[src/rtl/pipe_ctrl_pkg.sv]
// Shared pipeline-control encodings: per-cycle stage actions, occupancy states,
// stall-vector polarity and stage index names.
package pipe_ctrl_pkg;

   typedef enum logic [2:0] {
      ACT_RESET   = 3'd0,
      ACT_FLUSH   = 3'd1,
      ACT_BUBBLE  = 3'd2,
      ACT_ADVANCE = 3'd3,
      ACT_HOLD    = 3'd4
   } act_e;

   typedef enum logic [1:0] {
      ST_EMPTY = 2'd0,
      ST_FULL  = 2'd1,
      ST_HELD  = 2'd2
   } occ_e;

   localparam logic STOP   = 1'b1;
   localparam logic NOSTOP = 1'b0;

   localparam int IF  = 0;
   localparam int ID  = 1;
   localparam int EX  = 2;
   localparam int MEM = 3;
   localparam int WB  = 4;

endpackage

[src/rtl/pipe_stage_reg_if.sv]
// Stage-boundary bundle: upstream controls/payload in, registered payload,
// occupancy and event statistics out.
interface pipe_stage_reg_if #(
   parameter int PAYLOAD_W = 128,
   parameter int STALL_W   = 6,
   parameter int CNT_W     = 16
);
   logic [STALL_W-1:0]   stall;
   logic                 flush;
   logic                 in_valid;
   logic [PAYLOAD_W-1:0] in_payload;
   logic                 cnt_clr;
   logic                 out_valid;
   logic [PAYLOAD_W-1:0] out_payload;
   logic [1:0]           state;
   logic [CNT_W-1:0]     bubble_cnt;
   logic [CNT_W-1:0]     hold_cnt;
   logic [CNT_W-1:0]     flush_cnt;
   logic                 hold_timeout;

   modport master (
      output stall, flush, in_valid, in_payload, cnt_clr,
      input  out_valid, out_payload, state, bubble_cnt, hold_cnt, flush_cnt, hold_timeout
   );

   modport slave (
      input  stall, flush, in_valid, in_payload, cnt_clr,
      output out_valid, out_payload, state, bubble_cnt, hold_cnt, flush_cnt, hold_timeout
   );
endinterface

[src/rtl/pipe_stage_reg_chk.sv]
// Simulation checker: upstream may never stop the next stage while this one runs.
module pipe_stage_reg_chk #(
   parameter int STALL_W = 6,
   parameter int STAGE   = 2
) (
   input logic               clk,
   input logic               rst,
   input logic [STALL_W-1:0] stall
);
   // flag stall[STAGE+1] without stall[STAGE]
   always @(posedge clk) begin
      if (!rst) begin
         assert (!(stall[STAGE+1] && !stall[STAGE]))
            else $error("illegal stall vector %b at stage %0d", stall, STAGE);
      end
   end
endmodule

[src/rtl/pipe_stage_reg_sat_counter.sv]
// Saturating event counter; clear wins over a same-cycle increment.
module sat_counter #(
   parameter int W = 16
) (
   input  logic         clk,
   input  logic         rst,
   input  logic         clr,
   input  logic         inc,
   output logic [W-1:0] count
);
   localparam logic [W-1:0] CNT_MAX = {W{1'b1}};
   localparam logic [W-1:0] CNT_ONE = {{(W-1){1'b0}}, 1'b1};

   logic [W-1:0] r_count;

   // count register: reset/clear to zero, otherwise increment until all-ones
   always_ff @(posedge clk) begin
      if (rst) begin
         r_count <= {W{1'b0}};
      end else if (clr) begin
         r_count <= {W{1'b0}};
      end else if (inc && (r_count != CNT_MAX)) begin
         r_count <= r_count + CNT_ONE;
      end else begin
         r_count <= r_count;
      end
   end

   assign count = r_count;
endmodule

[src/rtl/pipe_stage_reg.sv]
// Generic stage-boundary register: payload/valid latch with flush, bubble and hold,
// occupancy FSM, saturating event counters and a sticky hold timeout.
module pipe_stage_reg
   import pipe_ctrl_pkg::*;
#(
   parameter int                   PAYLOAD_W   = 128,
   parameter int                   STALL_W     = 6,
   parameter int                   STAGE       = EX,
   parameter logic [PAYLOAD_W-1:0] NOP_PAYLOAD = {PAYLOAD_W{1'b0}},
   parameter int                   CNT_W       = 16,
   parameter int                   HOLD_MAX    = 64
) (
   input logic               clk,
   input logic               rst,
   pipe_stage_reg_if.slave   bus
);
   localparam int               RUN_W   = $clog2(HOLD_MAX + 1);
   localparam logic [RUN_W-1:0] RUN_MAX = RUN_W'(HOLD_MAX);
   localparam logic [RUN_W-1:0] RUN_ONE = {{(RUN_W-1){1'b0}}, 1'b1};

   act_e                 w_act;
   occ_e                 r_state;
   occ_e                 w_state_nxt;
   logic                 r_valid;
   logic [PAYLOAD_W-1:0] r_payload;
   logic [RUN_W-1:0]     r_run;
   logic [RUN_W-1:0]     w_run_nxt;
   logic                 r_timeout;
   logic                 w_unused_stall;

   // action decode in priority order; an illegal stall pattern falls into ADVANCE
   always_comb begin
      w_act = ACT_HOLD;
      if (rst) begin
         w_act = ACT_RESET;
      end else if (bus.flush) begin
         w_act = ACT_FLUSH;
      end else if ((bus.stall[STAGE] == STOP) && (bus.stall[STAGE+1] == NOSTOP)) begin
         w_act = ACT_BUBBLE;
      end else if (bus.stall[STAGE] == NOSTOP) begin
         w_act = ACT_ADVANCE;
      end else begin
         w_act = ACT_HOLD;
      end
   end

   // payload/valid latch; NOP whenever the entry is not valid
   always_ff @(posedge clk) begin
      case (w_act)
         ACT_RESET, ACT_FLUSH, ACT_BUBBLE: begin
            r_valid   <= 1'b0;
            r_payload <= NOP_PAYLOAD;
         end
         ACT_ADVANCE: begin
            r_valid   <= bus.in_valid;
            r_payload <= bus.in_valid ? bus.in_payload : NOP_PAYLOAD;
         end
         default: begin
            r_valid   <= r_valid;
            r_payload <= r_payload;
         end
      endcase
   end

   // occupancy state register
   always_ff @(posedge clk) begin
      if (rst) begin
         r_state <= ST_EMPTY;
      end else begin
         r_state <= w_state_nxt;
      end
   end

   // occupancy next state; the unused encoding drains to EMPTY
   always_comb begin
      w_state_nxt = ST_EMPTY;
      case (w_act)
         ACT_ADVANCE: w_state_nxt = bus.in_valid ? ST_FULL : ST_EMPTY;
         ACT_HOLD: begin
            case (r_state)
               ST_FULL, ST_HELD: w_state_nxt = ST_HELD;
               default:          w_state_nxt = ST_EMPTY;
            endcase
         end
         default: w_state_nxt = ST_EMPTY;
      endcase
   end

   // hold run length, saturating at HOLD_MAX, cleared by any non-hold action
   always_comb begin
      w_run_nxt = {RUN_W{1'b0}};
      if (w_act == ACT_HOLD) begin
         w_run_nxt = (r_run == RUN_MAX) ? r_run : r_run + RUN_ONE;
      end else begin
         w_run_nxt = {RUN_W{1'b0}};
      end
   end

   // run register and sticky timeout (timeout also cleared by cnt_clr)
   always_ff @(posedge clk) begin
      r_run <= w_run_nxt;
      if (rst || bus.cnt_clr) begin
         r_timeout <= 1'b0;
      end else if ((w_act == ACT_HOLD) && (w_run_nxt == RUN_MAX)) begin
         r_timeout <= 1'b1;
      end else begin
         r_timeout <= r_timeout;
      end
   end

   sat_counter #(.W(CNT_W)) u_bubble_cnt (
      .clk(clk), .rst(rst), .clr(bus.cnt_clr),
      .inc(w_act == ACT_BUBBLE), .count(bus.bubble_cnt)
   );

   sat_counter #(.W(CNT_W)) u_hold_cnt (
      .clk(clk), .rst(rst), .clr(bus.cnt_clr),
      .inc(w_act == ACT_HOLD), .count(bus.hold_cnt)
   );

   sat_counter #(.W(CNT_W)) u_flush_cnt (
      .clk(clk), .rst(rst), .clr(bus.cnt_clr),
      .inc((w_act == ACT_FLUSH) && r_valid), .count(bus.flush_cnt)
   );

   pipe_stage_reg_chk #(.STALL_W(STALL_W), .STAGE(STAGE)) u_chk (
      .clk(clk), .rst(rst), .stall(bus.stall)
   );

   assign bus.out_valid    = r_valid;
   assign bus.out_payload  = r_payload;
   assign bus.state        = r_state;
   assign bus.hold_timeout = r_timeout;
   assign w_unused_stall   = ^bus.stall;
endmodule

[src/flat_wrapper.sv]
// flat-port wrapper written by rule: the top's interface ports become plain ports
module pipe_stage_reg_flat import pipe_ctrl_pkg::*;
#(
   parameter int                   PAYLOAD_W   = 128,
   parameter int                   STALL_W     = 6,
   parameter int                   STAGE       = EX,
   parameter logic [PAYLOAD_W-1:0] NOP_PAYLOAD = {PAYLOAD_W{1'b0}},
   parameter int                   CNT_W       = 16,
   parameter int                   HOLD_MAX    = 64
)
  (clk, rst, bus_stall, bus_flush, bus_in_valid, bus_in_payload, bus_cnt_clr, bus_out_valid, bus_out_payload, bus_state, bus_bubble_cnt, bus_hold_cnt, bus_flush_cnt, bus_hold_timeout);
  pipe_stage_reg_if #(.PAYLOAD_W(PAYLOAD_W), .STALL_W(STALL_W), .CNT_W(CNT_W)) bus_i ();
  input logic clk;
  input logic rst;
  input wire logic [$bits(bus_i.stall)-1:0] bus_stall;
  input wire logic [$bits(bus_i.flush)-1:0] bus_flush;
  input wire logic [$bits(bus_i.in_valid)-1:0] bus_in_valid;
  input wire logic [$bits(bus_i.in_payload)-1:0] bus_in_payload;
  input wire logic [$bits(bus_i.cnt_clr)-1:0] bus_cnt_clr;
  output wire logic [$bits(bus_i.out_valid)-1:0] bus_out_valid;
  output wire logic [$bits(bus_i.out_payload)-1:0] bus_out_payload;
  output wire logic [$bits(bus_i.state)-1:0] bus_state;
  output wire logic [$bits(bus_i.bubble_cnt)-1:0] bus_bubble_cnt;
  output wire logic [$bits(bus_i.hold_cnt)-1:0] bus_hold_cnt;
  output wire logic [$bits(bus_i.flush_cnt)-1:0] bus_flush_cnt;
  output wire logic [$bits(bus_i.hold_timeout)-1:0] bus_hold_timeout;
  assign bus_i.stall = bus_stall;
  assign bus_i.flush = bus_flush;
  assign bus_i.in_valid = bus_in_valid;
  assign bus_i.in_payload = bus_in_payload;
  assign bus_i.cnt_clr = bus_cnt_clr;
  assign bus_out_valid = bus_i.out_valid;
  assign bus_out_payload = bus_i.out_payload;
  assign bus_state = bus_i.state;
  assign bus_bubble_cnt = bus_i.bubble_cnt;
  assign bus_hold_cnt = bus_i.hold_cnt;
  assign bus_flush_cnt = bus_i.flush_cnt;
  assign bus_hold_timeout = bus_i.hold_timeout;
  pipe_stage_reg #(.PAYLOAD_W(PAYLOAD_W), .STALL_W(STALL_W), .STAGE(STAGE), .NOP_PAYLOAD(NOP_PAYLOAD), .CNT_W(CNT_W), .HOLD_MAX(HOLD_MAX)) u_core (.clk(clk), .rst(rst), .bus(bus_i));
endmodule
[config.mk]
export PLATFORM = sky130hd
export DESIGN_NAME = pipe_stage_reg_flat
export DESIGN_NICKNAME = d
export VERILOG_FILES = /design/src/rtl/pipe_ctrl_pkg.sv /design/src/rtl/pipe_stage_reg_if.sv /design/src/rtl/pipe_stage_reg_chk.sv /design/src/rtl/pipe_stage_reg_sat_counter.sv /design/src/rtl/pipe_stage_reg.sv /design/src/flat_wrapper.sv
export SDC_FILE = /design/constraint.sdc
export NUM_CORES = 1
export LEC_CHECK = 0
export ABC_CLOCK_PERIOD_IN_PS = 6450
export BUFFER_PORTS_ARGS = -buffer_cell sky130_fd_sc_hd__clkbuf_2
export CORE_MARGIN = 2
export CORE_UTILIZATION = 34
export CTS_CLUSTER_DIAMETER = 200
export DETAILED_ROUTE_END_ITERATION = 10
export GPL_ROUTABILITY_DRIVEN = 0
export SLEW_MARGIN = 5
export SYNTH_ARGS = -nofsm -noshare
export SYNTH_HDL_FRONTEND = slang
export SYNTH_SLANG_ARGS = --single-unit
[constraint.sdc]
create_clock -name clk -period 6.45 [get_ports clk]
set_input_delay 1.6125 -clock clk [delete_from_list [all_inputs] [get_ports clk]]
set_output_delay 1.6125 -clock clk [all_outputs]
set_load 0.02 [all_outputs]
==> results_dict.tcl, run 1 <==
set metrics [dict create \
    start_util_pct 34.74 \
    worst-r2r-setup-slack_ps 4170 \
    cp-start-kind "primary input" \
    route.detailed.drc 0 \
    cts-root-to-sink-buffers 2 \
    dieWidth_um 153.3 \
    drtAntennaViolNets 0 \
    route.final.wire_length_mm 19.51 \
    place.detailed.hpwl_mm 13.99 \
    first_global_vias 5306 \
    status "complete, no violations" \
    die-height_um 153.3 \
    post-cts-setup-buffer-count 0 \
    numClockSinks 187 \
    syn_inst 600 \
    global_route.overflow_total 0 \
    grt_max_degree 130 \
    wl_per_cell_um 16.16 \
    worst_hold_stages 2 \
    synth-compound-area-share_pct 3.630 \
    avgViaCountPerCell 4.647 \
    grt_use_total_pct 16.37 \
    post_synth.cell_area_avg_um2 12.64 \
    total_of_max_cap_violations 0 \
    synth_mux_area_share_pct 0.6601 \
    dpl_cell_area_um2 9447 \
    number_of_enable_type_register_cells_in_the_synthesized_netlist 129 \
    postSynthRegisterBits 187 \
    worst_setup_hold_path_clk_slew_ps 80 \
    n_antenna_cell 0 \
    path_class "in -> reg" \
    max_slew_margin_pct 29.12 \
    synth_top_flop_cell "edfxtp_1" \
    yosys.area_share.xor_xnor_pct 4.967 \
    tritoncts.num_buffers 17 \
    total_number_of_placement_rows 54 \
    area_delta_synth_final_pct 32.64 \
    place.port_buffers 314 \
    worst_skew_pair.late_latency_ps 420 \
    layout.cell_area.non_filler_um2 10060 \
    synth_area_leader_cell "edfxtp_1" \
    synth_top_family_by_area "simple AND/OR/NAND/NOR gates" \
    cp_max_fo 97 \
    p_leak_uw 0.004428 \
    number_of_antenna_violations_at_the_first_check_in_global_routing 0 \
    worstRegToRegCells 6 \
    critical_path.endpoint_type "flip-flop" \
    dr.pass1.iters 4 \
    postSynth.asyncResetShare_pct 0 \
    cts_hold_buf 0 \
    report.final.setup_viol 0 \
    rsz0062_at_grt "no" \
    critical_path_arrival_ps 3340 \
    final-hold-violation-count 0 \
    timing.final.crit_share_pct 50.80 \
    post_cts_resize_count 0 \
    final_layout_size_suffix_gt1_share_pct 39.16 \
    synthAdderAreaFrac_pct 0.8251 \
    synth_area_um2 7582 \
    net_count_after_synthesis 744 \
    synth.yosys.seq_area_share_pct 66.40 \
    ys_warn_count 0 \
    synth.area.top_cells "edfxtp_1, dfxtp_1, and2_1" \
    nets_final 1058 \
    grt_first_pass_wirelength_mm 30.02 \
    core-area_um2 21820 \
    tritoncts "yes" \
    count_of_vias_placed_by_the_detailed_router 5609 \
    synthDominantCellAreaShare_pct 51.09 \
    setup_tns_final_ps 0 \
    path_type_of_the_worst_min_delay_path "reg -> reg" \
    io_pins 319 \
    power.density_cell_area_nw_per_um2 252.6 \
    ir_worst_vdd_mv 0.1517 \
    slew_violations 0 \
    timing.fmax_mhz 305.2 \
    timing_worst_slew_pin_value_ps 1063 \
    yosys.cell_types.count 51 \
    dieArea_um2 23510 \
    iteration_0_drc_markers 214 \
    root_driver "clkbuf_16" \
    fin_worst_skew_ps 11.25 \
    synth_simple_gate_area_share_pct 21.96 \
    critPathRequiredTime_ps 6520 \
    ctsHtreeMaxLevel 4 \
    final_period_minus_worst_setup_slack_ps 3276 \
]
[logic make-up (layout without fill, tap and decap cells)]
| group | Yosys count | count (layout) |
|---|---|---|
| adders and majority gates | 5 | 5 |
| muxes | 5 | 5 |
| xor gates and xnor gates | 43 | 43 |
| buffers and inverters | 29 | 356 |
| and+or+nand+nor | 294 | 294 |
| DFF | 187 | 187 |
| AOI/OAI and AO/OA | 37 | 37 |
[power breakdown]
group          internal, µW  leakage, µW  switching (µW)
sequential             1310      0.00200            9.70
combinational          59.6      0.00213            96.0
clock                   531     0.000293             536
total                  1900      0.00443             642
[placed cells by master, fill, tap and decap left out, types with 2 or more instances in the layout]
cell       Yosys  layout
o211ai_1       2       2
nor3_1        14      14
and4_1         3       3
nor4_1         6       6
inv_1          7       6
a211oi_1       2       2
xor2_1        14      14
a2111oi_2      2       2
nand4_1       15      15
nor2_1        60      60
ha_1           5       5
nor3b_1        3       3
and2_1       128     128
a21oi_1        7       7
nand2_1       25      25
xnor2_1       29      29
and3_1         2       2
mux2i_1        5       5
clkinv_8       0       5
clkbuf_16      0      17
buf_4          0       3
nor4b_1        4       3
inv_8          0       4
inv_6          0       4
a311oi_1       4       4
edfxtp_1     129     129
clkbuf_2       0     314
dfxtp_1       58      58
o21ai_0        9       9
a211oi_2       2       2
a31oi_1        2       2
nand3_1       20      20
[routing by layer]
layer	global-route usage [%]	wire length [µm]	vias to the layer above
met5	0	0	-
met2	26.83	9369	199
met1	20.86	8451	2633
li1	-	-	2755
met4	4.762	297	0
met3	5.217	1389	22
[final cells by class]
cell class | count | area [µm²]
Fill cell | 2059 | 11770
Sequential cell | 187 | 5035
Multi-Input combinational cell | 384 | 2436
Timing Repair Buffer | 317 | 1594
Clock buffer | 17 | 425.4
Tap cell | 280 | 350.3
Clock inverter | 15 | 185.2
Inverter | 7 | 31.28
[final timing paths]
check	startpoint	endpoint
max	bus_flush	u_core.bus.out_payload[46]$_SDFFCE_PN0P_
max reg2reg	u_core.u_hold_cnt.count[0]$_SDFFE_PP0P_	u_core.u_hold_cnt.count[0]$_SDFFE_PP0P_
min reg2reg	u_core.bus.hold_timeout$_SDFFE_PP0P_	u_core.bus.hold_timeout$_SDFFE_PP0P_
min	u_core.bus.hold_timeout$_SDFFE_PP0P_	u_core.bus.hold_timeout$_SDFFE_PP0P_
[metrics by stage]
stage               instances  worst slack, ps  hold slack, ps  utilization, %  power (µW)
CTS                      1207             3124           472.4           46.08        2582
finish                   1207             3174           470.2           46.08        2541
detailed placement       1175             2659           451.6           43.29        1504
global placement         1175             2685           436.0           43.29        1503
floorplan                 600            93.52           503.9               -        1423
global route             1207             3003           523.3           46.08        2638
[state kept, by name, summed over array words and instances (netlist names)]
signal	count
u_core.u_flush_cnt.count	16
u_core.bus.state	2
u_core.bus.out_payload	128
u_core.bus.hold_timeout	1
u_core.r_run	7
u_core.bus.out_valid	1
u_core.u_hold_cnt.count	16
u_core.u_bubble_cnt.count	16
[critical path: stages]
cell      delay (ps)
clkbuf_2         150
and4bb_2         310
inv_6            560
buf_4            650
[synthesized netlist by cell type, types with 2 or more instances]
cell and n:
and4_1 3, xor2_1 14, and2_1 128, xnor2_1 29, nand3_1 20, nor2_1 60
inv_1 7, nor3b_1 3, ha_1 5, a211oi_1 2, a311oi_1 4, nor3_1 14
nand4_1 15, nor4b_1 4, a2111oi_2 2, a211oi_2 2, buf_1 2, nand2_1 25
mux2i_1 5, and3_1 2, a31oi_1 2, o211ai_1 2, o21ai_0 9, a21oi_1 7
dfxtp_1 58, edfxtp_1 129, clkbuf_1 18, nor4_1 6
Power figures use the tool's default switching activity.
==> inputs of run 2 (changes only) <==
- ABC_CLOCK_PERIOD_IN_PS: 6450 -> 3400
- clock period: 6.45 -> 3.4 ns (I/O delays scaled with it)
==> run 2 against run 1 <==
  * Global-route usage is 0.13 points higher
  * Count of clock-buffer cells in the layout unchanged
  * Worst hold slack worse by 12 ps
  * Sequential share of layout area shrank 0.19 points
==> results_dict.tcl, run 2 (same netlist as run 1, synthesis figures left out) <==
set metrics [dict create \
    placed_cells_incl_taps 1176 \
    final_common_cell "clkbuf_2" \
    cts_hold_buf 0 \
    worstRegToRegCells 6 \
    slew_violations 0 \
    path_type_of_the_worst_min_delay_path "reg -> reg" \
    critPathRequiredTime_ps 3690 \
    nets_final 1059 \
    tritoncts "yes" \
    total_of_max_cap_violations 0 \
    place.detailed.hpwl_mm 14.27 \
    global_route.overflow_total 0 \
    final_layout_size_suffix_gt1_share_pct 39.22 \
    drtAntennaViolNets 0 \
    worst_hold_stages 2 \
    n_antenna_cell 0 \
    pre_cts_ws_ps 720.7 \
    timing.fmax_mhz 449.2 \
    fin_worst_skew_ps 12.02 \
    tritoncts.num_buffers 17 \
    dieArea_um2 23510 \
    grt_first_pass_wirelength_mm 30.40 \
    cp-start-kind "primary input" \
    fin_util_pct 46.26 \
    dr.pass1.iters 4 \
    post-cts-setup-buffer-count 0 \
    power.density_cell_area_nw_per_um2 481.3 \
    report.final.setup_viol 0 \
    setup_tns_final_ps 0 \
    count_of_vias_placed_by_the_detailed_router 5598 \
    final_period_minus_worst_setup_slack_ps 2226 \
    iteration_0_drc_markers 287 \
    grt_max_degree 130 \
    area_delta_synth_final_pct 33.15 \
    rsz0062_at_grt "no" \
    cts-root-to-sink-buffers 2 \
    max_slew_margin_pct 39.47 \
    final-hold-violation-count 0 \
    start_util_pct 34.74 \
    p_leak_uw 0.004446 \
    root_driver "clkbuf_16" \
    critical_path_arrival_ps 2520 \
    total_number_of_placement_rows 54 \
    status "complete, no violations" \
    ir_worst_vdd_mv 0.2761 \
    die-height_um 153.3 \
    place.port_buffers 314 \
    worst_skew_pair.late_latency_ps 430 \
    number_of_antenna_violations_at_the_first_check_in_global_routing 0 \
    largest_register_ffs 128 \
    grt_use_total_pct 16.50 \
    most-common-layout-cells "clkbuf_2, edfxtp_1, and2_1" \
    critical_path.endpoint_type "flip-flop" \
    setup_slack_ps 1174 \
    first_global_vias 5345 \
    dieWidth_um 153.3 \
    numClockSinks 187 \
    core-area_um2 21820 \
    wl_per_cell_um 16.40 \
    io_pins 319 \
    route.detailed.drc 0 \
    worst_setup_hold_path_clk_slew_ps 80 \
    route.final.wire_length_mm 19.81 \
    path_class "in -> reg" \
    post_cts_resize_count 0 \
    timing_worst_slew_pin_value_ps 908.0 \
    cp_max_fo 10 \
    timing.final.crit_share_pct 65.48 \
    avgViaCountPerCell 4.634 \
    layoutNonFillerInstCount 1208 \
    ctsHtreeMaxLevel 4 \
]
[run 2: final timing paths]
check,start,endpoint,slack (ps)
worst max-delay path,rst,u_core.u_bubble_cnt.count[10]$_SDFFE_PP0P_,1170
worst min-delay path,u_core.bus.hold_timeout$_SDFFE_PP0P_,u_core.bus.hold_timeout$_SDFFE_PP0P_,460
worst max register to register,u_core.u_hold_cnt.count[0]$_SDFFE_PP0P_,u_core.u_hold_cnt.count[0]$_SDFFE_PP0P_,1200
worst min register to register,u_core.bus.hold_timeout$_SDFFE_PP0P_,u_core.bus.hold_timeout$_SDFFE_PP0P_,460
[run 2: report_power, final]
group | internal [µW] | switching, µW | total (µW)
Sequential | 2480 | 18.6 | 2500
Clock | 1070 | 991 | 2060
Combinational | 115 | 183 | 298
[run 2: critical path: stages]
cell and delay (ps):
clkbuf_2 130, or4b_1 780, nor3_4 320, nor4b_4 240, xnor2_1 140, nor2_1 50
[run 2: final cells by class]
class | instances | area, µm²
flip-flops and latches | 187 | 5035
well taps | 280 | 350.3
multi-input cells | 384 | 2436
clock inverters | 15 | 191.4
clock buffers | 17 | 425.4
fillers | 2047 | 11730
inverters | 7 | 31.28
repair buffers | 318 | 1627
[run 2: routing by layer]
layer	track usage [%]	wire length (µm)
met5	0	0
met1	20.86	8478
met2	27.23	9487
met3	4.905	1441
met4	5.374	400
[run 2: stage by stage]
stage | hold WS [ps] | area, µm² | power (µW)
3_5_place_dp | 441.1 | 9479 | 2856
3_3_place_gp | 436.5 | 9479 | 2853
4_1_cts | 468.1 | 10100 | 4926
6_report | 458.6 | 10100 | 4859
2_1_floorplan | 503.9 | 7584 | 2696
5_1_grt | 500.0 | 10100 | 5021
==> inputs of run 3 (changes only) <==
- ABC_CLOCK_PERIOD_IN_PS: 3400 -> 1800
- clock period: 3.4 -> 1.8 ns (I/O delays scaled with it)
==> run 3 against run 2 <==
  * Combinational power increased by 100%
  * First-iteration DRC count is 13% lower
  * Clock power increased by 86%
  * Register-to-register slack lost 1100 ps
  * Utilization up 2.5 points
  * Sequential power increased by 89%
  * Clock skew rose by 1.8 ps
  * Cell count grew 5.0%
==> results_dict.tcl, run 3 (same netlist as run 1, synthesis figures left out) <==
set metrics [dict create \
    first_global_vias 5672 \
    pwr-share-comb_pct 6.6 \
    critical_path_cell_count 5 \
    grt_use_total_pct 17.50 \
    multi_input_area_um2 2469 \
    place.detailed.hpwl_mm 15.92 \
    power.density_cell_area_nw_per_um2 860.5 \
    start_util_pct 34.74 \
    power.internal_uw 6928 \
    route.detailed.drc 0 \
    seq_area_um2 5046 \
    cts-root-to-sink-buffers 2 \
    fin_worst_skew_ps 13.82 \
    place.port_buffers 314 \
    grt_first_pass_wirelength_mm 32.09 \
    cp_top_family "simple AND/OR/NAND/NOR gates" \
    p_leak_uw 0.004773 \
    final_layout_size_suffix_gt1_share_pct 44.19 \
    cp-start-kind "flip-flop" \
    numClockSinks 187 \
    hold_slack_ps 279.3 \
    timing_worst_slew_pin_value_ps 466.4 \
    die-height_um 153.3 \
    fin_util_pct 48.73 \
    final-hold-violation-count 0 \
    critPathRequiredTime_ps 2130 \
    worst_setup_hold_path_clk_slew_ps 80 \
    final_period_minus_worst_setup_slack_ps 1689 \
    tritoncts "yes" \
    count_of_vias_placed_by_the_detailed_router 5846 \
    timing.critical_path.buf_inv 0 \
    max_slew_margin_pct 68.62 \
    worstHoldEndpoint "u_core.bus.state[0]$_SDFF_PP0_" \
    worstRegToRegCells 5 \
    layoutNonFillerInstCount 1269 \
    number_of_antenna_violations_at_the_first_check_in_global_routing 1 \
    total_number_of_placement_rows 54 \
    fill_cells 2033 \
    root_driver "clkbuf_16" \
    final_common_cell "clkbuf_2" \
    route.final.wire_length_mm 21.00 \
    area_delta_synth_final_pct 40.25 \
    cp_max_fo 4 \
    worst-r2r-setup-slack_ps 110 \
    total_of_max_cap_violations 0 \
    tritoncts.num_buffers 17 \
    dieArea_um2 23510 \
    drtAntennaViolNets 0 \
    placed_cells_incl_taps 1237 \
    power_frac_clock_pct 41.8 \
    regToRegEndpoint "u_core.u_bubble_cnt.count[15]$_SDFFE_PP0P_" \
    critical_path_arrival_ps 2020 \
    nets_final 1120 \
    worst_skew_pair.late_latency_ps 430 \
    status "complete, no violations" \
    crit_path_max_incr_delay_ps 580 \
    worst_hold_stages 2 \
    iteration_0_drc_markers 249 \
    critical_path.endpoint_type "flip-flop" \
    worst_hold_startpoint "bus_in_valid" \
    path_type_of_the_worst_min_delay_path "in -> reg" \
    critical_path_cell_sequence "nand3_1 -> or4_4 -> a2111oi_4 -> xnor2_1 -> nor2_1" \
    rsz0062_at_grt "no" \
    report.final.setup_viol 0 \
    avgViaCountPerCell 4.607 \
    global_route.overflow_total 0 \
    largest_register_ffs 128 \
    dieWidth_um 153.3 \
    layout.cell_area.non_filler_um2 10630 \
    seqPwrFrac_pct 51.6 \
    ir_worst_vdd_mv 0.5210 \
    core-area_um2 21820 \
    slowest_stage "or4_4" \
    dr.pass1.iters 4 \
    wl_per_cell_um 16.55 \
    ctsHtreeMaxLevel 4 \
    most-common-layout-cells "clkbuf_2, edfxtp_1, and2_1" \
    timing.fmax_mhz 592.1 \
    n_antenna_cell 0 \
    path_class "reg -> reg" \
    io_pins 319 \
    dpl_cell_area_um2 10000 \
    swShare_pct 24.29 \
    r2r-start "u_core.u_bubble_cnt.count[3]$_SDFFE_PP0P_" \
    grt_max_degree 53 \
    total_switching_power_uw 2223 \
    timing.final.crit_share_pct 93.83 \
    slew_violations 0 \
    cts_hold_buf 0 \
]
-- run 3: power groups by stage --
stage	clock, µW	sequential, µW	combinational, µW
2_1_floorplan	0	4990	102
3_3_place_gp	0	4820	607
3_5_place_dp	0	4820	611
4_1_cts	3940	4720	614
5_1_grt	4070	4730	647
6_report	3830	4720	601
-- run 3: what timing repair did --
item / in CTS / in global routing
hold endpoints to repair: 0 / 0
buffers inserted: 0 / 0
gates resized for setup: 1 / 3
endpoints found under the setup margin: 4 / 3
pin swaps: 0 / 1
-- run 3: final cells by class --
class | instances | share of cell area, %
clock inverters | 15 | 1.671
repair buffers | 379 | 20.07
flip-flops and latches | 187 | 47.45
inverters | 7 | 0.2942
clock buffers | 17 | 4.000
multi-input cells | 384 | 23.21
well taps | 280 | 3.295
-- run 3: through the flow --
step	worst slack [ps]	total power, µW	TNS [ps]
2_1_floorplan	1.302	5090	0
3_3_place_gp	-156.9	5425	-4759
3_5_place_dp	-192.4	5434	-6128
4_1_cts	51.40	9278	0
5_1_grt	6.668	9456	0
6_report	111.0	9150	0
-- run 3: worst register-to-register path: cells and delay by family (launching register included) --
kind	cells	cell delay [ps]
AND/OR/NAND/NOR	3	730
flip-flops	1	360
AO/OA/AOI/OAI	1	350
XOR/XNOR	1	150
-- run 3: worst max path at each step --
stage                                                    from                                    endpoint
finish              u_core.u_bubble_cnt.count[3]$_SDFFE_PP0P_  u_core.u_bubble_cnt.count[15]$_SDFFE_PP0P_
global route         u_core.u_flush_cnt.count[0]$_SDFFE_PP0P_    u_core.u_flush_cnt.count[7]$_SDFFE_PP0P_
CTS                 u_core.u_bubble_cnt.count[3]$_SDFFE_PP0P_  u_core.u_bubble_cnt.count[15]$_SDFFE_PP0P_
detailed placement                                        rst   u_core.u_bubble_cnt.count[5]$_SDFFE_PP0P_
global placement                                          rst  u_core.u_bubble_cnt.count[14]$_SDFFE_PP0P_
floorplan                                                 rst  u_core.u_bubble_cnt.count[10]$_SDFFE_PP0P_
-- run 3: layer usage --
| layer | up-vias | wire [µm] | GRT usage, % |
|---|---|---|---|
| met4 | 2 | 167 | 4.150 |
| met1 | 2745 | 8634 | 21.20 |
| met2 | 210 | 10300 | 29.66 |
| met3 | 16 | 1883 | 6.606 |
| li1 | 2873 | - | - |
| met5 | - | 13 | 0 |
